<file path="src/rtl/ram8_seq_pkg.sv">
// ram8_seq_pkg: shared constants and the controller state type for the
// RAM8 sequencer. The word width, depth and address width are fixed here,
// not passed as parameters.
package ram8_seq_pkg;

    localparam int WIDTH = 16;  // data word width
    localparam int DEPTH = 8;   // number of RAM8 words
    localparam int AW    = 3;   // RAM8 address width
    localparam int CW    = 4;   // occupancy counter width (0..DEPTH)

    // Occupancy at which the buffer reports full.
    localparam logic [CW-1:0] FULL_COUNT = CW'(DEPTH);

    typedef enum logic [1:0] {
        IDLE  = 2'd0,  // accepts writes, clear and rd_start
        FETCH = 2'd1,  // RAM8 is addressed by rd_ptr; capture ram_out
        SEND  = 2'd2   // rd_data is presented until the consumer takes it
    } state_e;

endpackage : ram8_seq_pkg

</file>
<file path="src/rtl/ram8_seq.sv">
// ram8_seq: sequencer that fills an external 8x16 RAM8 from a valid/ready
// write stream. On request it reads all stored words back in order, from
// address 0 upward, over a valid/ready read stream. Readback does not
// remove the words from the buffer.
//
// Ports
//   clk       in   sole clock; all state changes on the rising edge
//   reset     in   synchronous, active-high reset
//   clear     in   empties the buffer (count, wr_ptr := 0); honoured in IDLE
//   wr_valid  in   upstream word available
//   wr_data   in   upstream word
//   wr_ready  out  a word is accepted this cycle
//   rd_start  in   request readback of all stored words
//   rd_valid  out  rd_data holds a readback word
//   rd_data   out  registered readback word
//   rd_ready  in   downstream consumes rd_data
//   ram_addr  out  RAM8 address (wr_ptr in IDLE, rd_ptr otherwise)
//   ram_in    out  RAM8 write data (always wr_data)
//   ram_load  out  RAM8 write enable (write handshake only)
//   ram_out   in   RAM8 read data, combinational from ram_addr
//   count     out  number of stored words, 0..8
//   busy      out  high whenever the controller is not IDLE
module ram8_seq
    import ram8_seq_pkg::*;
(
    input  logic             clk,
    input  logic             reset,
    input  logic             clear,
    input  logic             wr_valid,
    input  logic [WIDTH-1:0] wr_data,
    output logic             wr_ready,
    input  logic             rd_start,
    output logic             rd_valid,
    output logic [WIDTH-1:0] rd_data,
    input  logic             rd_ready,
    output logic [AW-1:0]    ram_addr,
    output logic [WIDTH-1:0] ram_in,
    output logic             ram_load,
    input  logic [WIDTH-1:0] ram_out,
    output logic [CW-1:0]    count,
    output logic             busy
);

    state_e           state_q, state_d;
    logic [AW-1:0]    wr_ptr_q, wr_ptr_d;
    logic [AW-1:0]    rd_ptr_q, rd_ptr_d;
    logic [CW-1:0]    count_q, count_d;
    logic             rd_valid_q, rd_valid_d;
    logic [WIDTH-1:0] rd_data_q, rd_data_d;

    logic             wr_fire;
    logic             rd_last;

    // ------------------------------------------------------------------
    // State register
    // ------------------------------------------------------------------
    // NOTE: sequential state uses non-blocking assignments only, so every
    // register samples the pre-edge value of every other register.
    always_ff @(posedge clk) begin
        if (reset) begin
            state_q    <= IDLE;
            wr_ptr_q   <= '0;
            rd_ptr_q   <= '0;
            count_q    <= '0;
            rd_valid_q <= 1'b0;
            rd_data_q  <= '0;
        end else begin
            state_q    <= state_d;
            wr_ptr_q   <= wr_ptr_d;
            rd_ptr_q   <= rd_ptr_d;
            count_q    <= count_d;
            rd_valid_q <= rd_valid_d;
            rd_data_q  <= rd_data_d;
        end
    end

    // The word in SEND is the last one when rd_ptr has reached count-1.
    assign rd_last = ({1'b0, rd_ptr_q} == (count_q - CW'(1)));

    // ------------------------------------------------------------------
    // Next-state logic
    // ------------------------------------------------------------------
    // NOTE: every signal driven here gets a hold-value default first, so
    // no branch can leave one unassigned and infer a latch.
    always_comb begin
        state_d    = state_q;
        wr_ptr_d   = wr_ptr_q;
        rd_ptr_d   = rd_ptr_q;
        count_d    = count_q;
        rd_valid_d = rd_valid_q;
        rd_data_d  = rd_data_q;

        unique case (state_q)
            IDLE: begin
                // Priority: clear, then a write, then a read request.
                if (clear) begin
                    count_d  = '0;
                    wr_ptr_d = '0;
                end else if (wr_fire) begin
                    // wr_ptr wraps 7->0 on the eighth write, then stays
                    // at 0 because the buffer is full.
                    wr_ptr_d = wr_ptr_q + AW'(1);
                    count_d  = count_q + CW'(1);
                end else if (rd_start && (count_q != '0)) begin
                    rd_ptr_d = '0;
                    state_d  = FETCH;
                end
            end

            FETCH: begin
                rd_data_d  = ram_out;
                rd_valid_d = 1'b1;
                state_d    = SEND;
            end

            SEND: begin
                if (rd_valid_q && rd_ready) begin
                    rd_valid_d = 1'b0;
                    if (rd_last) begin
                        state_d = IDLE;
                    end else begin
                        rd_ptr_d = rd_ptr_q + AW'(1);
                        state_d  = FETCH;
                    end
                end
            end

            default: begin
                state_d    = IDLE;
                rd_valid_d = 1'b0;
            end
        endcase
    end

    // ------------------------------------------------------------------
    // Output logic
    // ------------------------------------------------------------------
    always_comb begin
        wr_ready = (state_q == IDLE) && (count_q < FULL_COUNT) && !clear;
        wr_fire  = wr_valid && wr_ready;
        ram_load = wr_fire;
        ram_in   = wr_data;
        ram_addr = (state_q == IDLE) ? wr_ptr_q : rd_ptr_q;
        busy     = (state_q != IDLE);
        rd_valid = rd_valid_q;
        rd_data  = rd_data_q;
        count    = count_q;
    end

endmodule : ram8_seq
</file>
<file path="config.mk">
export PLATFORM = sky130hd
export DESIGN_NAME = ram8_seq
export DESIGN_NICKNAME = d
export VERILOG_FILES = /design/src/rtl/ram8_seq_pkg.sv /design/src/rtl/ram8_seq.sv
export SDC_FILE = /design/constraint.sdc
export NUM_CORES = 1
export LEC_CHECK = 0
export BUFFER_PORTS_ARGS = -buffer_cell sky130_fd_sc_hd__clkbuf_2
export CORE_ASPECT_RATIO = 0.7
export CORE_MARGIN = 2
export CORE_UTILIZATION = 44
export CTS_CLUSTER_DIAMETER = 200
export DETAILED_ROUTE_END_ITERATION = 16
export PLACE_DENSITY = 0.8
export SYNTH_ARGS = -nofsm -noshare
export SYNTH_HDL_FRONTEND = slang
export SYNTH_SLANG_ARGS = --single-unit
export TNS_END_PERCENT = 100
</file>
<file path="constraint.sdc">
create_clock -name clk -period 2.21 [get_ports clk]
set_input_delay 0.1105 -clock clk [delete_from_list [all_inputs] [get_ports clk]]
set_output_delay 0.1105 -clock clk [all_outputs]
set_load 0.01 [all_outputs]
</file>
# After elaboration in Yosys (flattened, before gate mapping)
# Index checks and enable logic that the tools add are counted.
# totals
reg_bits	29
output_inout_bits	43
word_cells	54
# op_classes
add_sub_neg	4
order_cmp	1
eq_ne	8
mux	19
bitwise	1
n_reduce_logical	15
# ops
op	count
3-bit 2-to-1 mux	8
2-bit != test (second input constant)	5
2-bit 2-to-1 mux	4
4-bit 2-to-1 mux	2
3-bit by 1-bit adder with 3-bit output (second input constant)	2
2-bit one-hot mux with 3 select lines	1
3-bit one-hot mux with 2 select lines	1
6-bit AND reduction	1
2-bit nonzero test	3
1-bit logical AND	5
4-bit by 1-bit adder with 4-bit output (second input constant)	1
3-bit by 4-bit equality test with 1-bit output	1
4-bit < comparator (second input constant)	1
2-bit AND reduction	2
4-bit AND reduction	1
4-bit nonzero test	1
4-bit by 1-bit subtractor with 4-bit output (second input constant)	1
1-bit one-hot mux with 3 select lines	1
2-bit by 1-bit equality test with 1-bit output (second input constant)	1
2-bit equality test (second input constant)	1
2-bit logical NOT	1
1-bit 2-to-1 mux	2
1-bit logical NOT	1
1-bit inverter	1

# Logic depth before layout (Yosys ltp)
# logic_depth
depth_word	7
mapped_depth	6
ltp_nobuf	6

# Least setup slack after synthesis
# OpenSTA, ideal clock, no wires.
# synth_path
kind	register to register
from	register count_q[0], in the netlist count[0]
to	register rd_ptr_q[2]
setup_ps	117
t_arrival_ps	1601
required_ps	2093
slack_ps	492
stages_incl_launch_ff	7
path_buffers	0
path_cell_list	dfxtp_1 inv_1 ha_1 xor2_1 nand4_1 o211a_2 a32o_1
# synth_between
elab_chain_len	6
# synth_rtl
item	line_no	source
from (decl)	ram8_seq.sv:47	logic [CW-1:0] count_q, count_d;
from (signal assigned)	ram8_seq.sv:71	count_q <= count_d;
parallel branches: the longest is 5 deep, another holds 4-bit by 1-bit subtractor with 4-bit output	n/a	
6-bit AND reduction (no source line) *	n/a	
to (signal assigned)	ram8_seq.sv:70	rd_ptr_q <= rd_ptr_d;
to (decl)	ram8_seq.sv:46	logic [AW-1:0] rd_ptr_q, rd_ptr_d;
# Mark *: on every way between the ends.
# A chain may end at the register's enable or synchronous reset.

# Worst setup path in the final report
# layout_path
from	register state_q[1]
to	output ram_addr[1]
# layout_between
elab_chain_len	2
# layout_rtl
item	line_no	source
from (decl)	ram8_seq.sv:44	state_e state_q, state_d;
from (signal assigned)	ram8_seq.sv:68	state_q <= state_d;
2-bit logical NOT	ram8_seq.sv:143	ram_addr = (state_q == IDLE) ? wr_ptr_q : rd_ptr_q;
3-bit 2-to-1 mux	ram8_seq.sv:143	
to (decl)	ram8_seq.sv:36	output logic [AW-1:0] ram_addr,
# No other way between the ends.

==> key figures <==
Clock tree
  • Inserted Clock Buffers: 5
  • CTS Sinks: 29
  • CTS Hold Bufs: 0
  • Worst-path clk slew: 0.06 ns
  • Post-CTS setup repair buffer count: 0
  • Worst-Skew Late Latency: 0.27 ns
  • Post-cts gate resize count: 0
  • Clk buf depth: 2
  • TritonCTS clock tree: done
  • H-tree depth: 2
  • CTS root buf: clkbuf_8

Critical path
  • Startpoint types: flop
  • R2R Path Start: count[0]
  • Slowest stage cell, crit path: nor2_1
  • Critical Path Fanout Max: 11
  • CP Launch Point: state_q[1]
  • Req. time, crit path: 2.10 ns
  • Critical path buffers and inverters: 1
  • WS Path Type: reg -> out
  • Nature of the critical path endpoint: output pin
  • Worst EP arrival: 1.71 ns
  • Crit path cell chain: nor2_1 -> mux2_2 -> clkbuf_2
  • Critical path's top delay family: simple AND/OR/NAND/NOR gates
  • Worst path max stage delay: 0.48 ns

Timing
  • Actual slew at the worst max-slew pin: 0.5990 ns
  • Fin worst setup slack: 0.3870 ns
  • Slew HR: 60.07%
  • Final Hold Violating Endpoints: 0
  • Worst Skew: 0.005848 ns
  • Max-slew violations: 0
  • Fmax: 548.6 MHz
  • Final cycle utilization of the critical path: 82.49%
  • Finish-stage setup viols: 0
  • Tmin final: 1.823 ns
  • Setup TNS: 0 ns
  • RSZ-0062 raised after global routing: false

Detailed routing
  • Total wire length: 2899 microns
  • Avg Vias per Cell: 4.880
  • WL per Instance: 11.98 microns
  • Iteration-0 DRC Markers: 71
  • Antenna Nets Post-Route: 0
  • Via count: 1,181
  • First-pass iteration count of the detailed router: 4
  • DRC violations left: 0

Synth
  • Most used DFF post-synth: dfxtp_1
  • Post-synthesis sequential element count: 29
  • Synth area leaders: dfxtp_1 (40%), nand2_1 (10%), buf_4 (8.8%), a21oi_1 (7.6%), ha_1 (3.5%)
  • Cell count after synthesis: 170
  • Most frequent cells after synthesis: nand2_1 (39), dfxtp_1 (29), a21oi_1 (22)
  • Most common cell in the synthesized netlist: nand2_1
  • Synth Net Count: 212
  • Ys Warns: 0
  • Syn Std Cell Area: 0.001446 sq mm
  • Sequential area share after synthesis: 40.14%
  • Post-synth top area share: 40.14%
  • EDFF count, synth: 0
  • Mean post-synth cell area: 8.508 sq um
  • Async SR Flop Fraction: 0%
  • Synth area leader: dfxtp_1
  • Unique masters post-synth: 34

Global routing
  • Number of global-route vias before repair: 1,023
  • Grt ovf: 0
  • Largest net degree at the start of global routing: 27
  • Global-route wire length before repair: 4774 microns
  • Gr usage total: 16.10%
  • Initial antenna violation count: 0

Outcome
  • Status: finished clean

Cells and area
  • Antenna cells: 0
  • Share of cells above drive strength 1: 32.35%
  • Layout Utilization: 53.66%
  • Final net count: 245
  • P&R area growth vs syn: 16.78%

Power and ir drop
  • Cell Pwr Density: 648.7 mW/mm^2
  • Worst vdd ir: 0.0004270 V
  • Leakage: 0.7663 nW
  • Total power: 1.096 mW

Floorplan
  • Placeable Area: 0.003148 sq mm
  • Row cnt: 17
  • Initial Util: 45.95%
  • I/O pins: 81
  • Die Ht: 51.97 microns
  • DIE WIDTH: 72.53 microns
  • Die area: 0.003769 sq mm

Placement
  • Routability cong.: 0.7829
  • Dpl hpwl: 2117 microns
  • PortBufs: 48
  • Worst slack, placed: 0.4464 ns

Hold path
  • Hold wc startpoint: ram_out[12]
  • Worst min path class: in -> reg

Job
  • Max cap viols: 0
where the power goes:
| part | internal [mW] | switching [mW] | total, mW |
|---|---|---|---|
| Sequential | 0.529 | 0.00655 | 0.535 |
| Combinational | 0.0384 | 0.0476 | 0.0860 |
| Clock | 0.281 | 0.193 | 0.474 |
| Total | 0.848 | 0.247 | 1.10 |
tightest hold or removal path: stages:
cell and delay [ns]:
clkbuf_2 0.08, nand2_1 0.04, a21oi_1 0.05
through the flow:
stage	hold WS, ns	cells	cell area (sq um)
2_1_floorplan	0.2465	170	1446
5_1_grt	0.04651	242	1689
4_1_cts	0.04879	242	1689
6_report	0.05612	242	1689
3_3_place_gp	0.2211	234	1588
3_5_place_dp	0.2211	234	1588
area by class of cell:
type,instances,area (sq um)
Tap cell,38,47.55
Sequential cell,29,580.6
Multi-Input combinational cell,111,678.2
Inverter,5,18.77
Fill cell,301,1459
Clock buffer,7,96.34
Timing Repair Buffer,51,262.8
Clock inverter,1,5.005
per-layer routing:
layer  vias to the layer above  wire (microns)  GRT usage (%)
met2                        41            1148          22.42
met3                         2             187          6.008
met4                         0              17          4.630
met1                       517            1546          22.98
met5                         -               0              0
li1                        621               -              -
kinds of logic after synthesis:
kind of cell / synth area share [%]
buffers and inverters: 12.97
XOR/XNOR: 4.585
AND/OR/NAND/NOR: 22.49
AO/OA/AOI/OAI: 11.25
adder cells (fa/ha/maj): 3.460
multiplexers: 5.104
flip-flops: 40.14
cell usage in the layout (no fill, tap or decap), types with 2 or more instances in the layout:
cell type   n
mux2_2      3
a21oi_1    22
mux2i_1     4
buf_4       3
xor2_1      5
nor2_1      4
dfxtp_1    29
inv_1       4
ha_1        4
nand2_1    39
clkbuf_2   48
nand3_1     5
nor2b_1     2
clkbuf_8    7
nor3_1      5
a32o_1      2
registers in the layout, indices dropped and copies added (netlist names):
register,flops
rd_data,16
count,4
rd_ptr_q,3
wr_ptr_q,3
state_q,2
rd_valid,1
path summary, 6_finish.rpt:
kind                 end  slack, ns  cells after the start
min reg2reg   rd_data[6]       0.45                      2
min          rd_data[12]       0.06                      3
max          ram_addr[1]       0.39                      3
max reg2reg  rd_ptr_q[2]       0.43                      6
(Power assumes the default switching activity.)
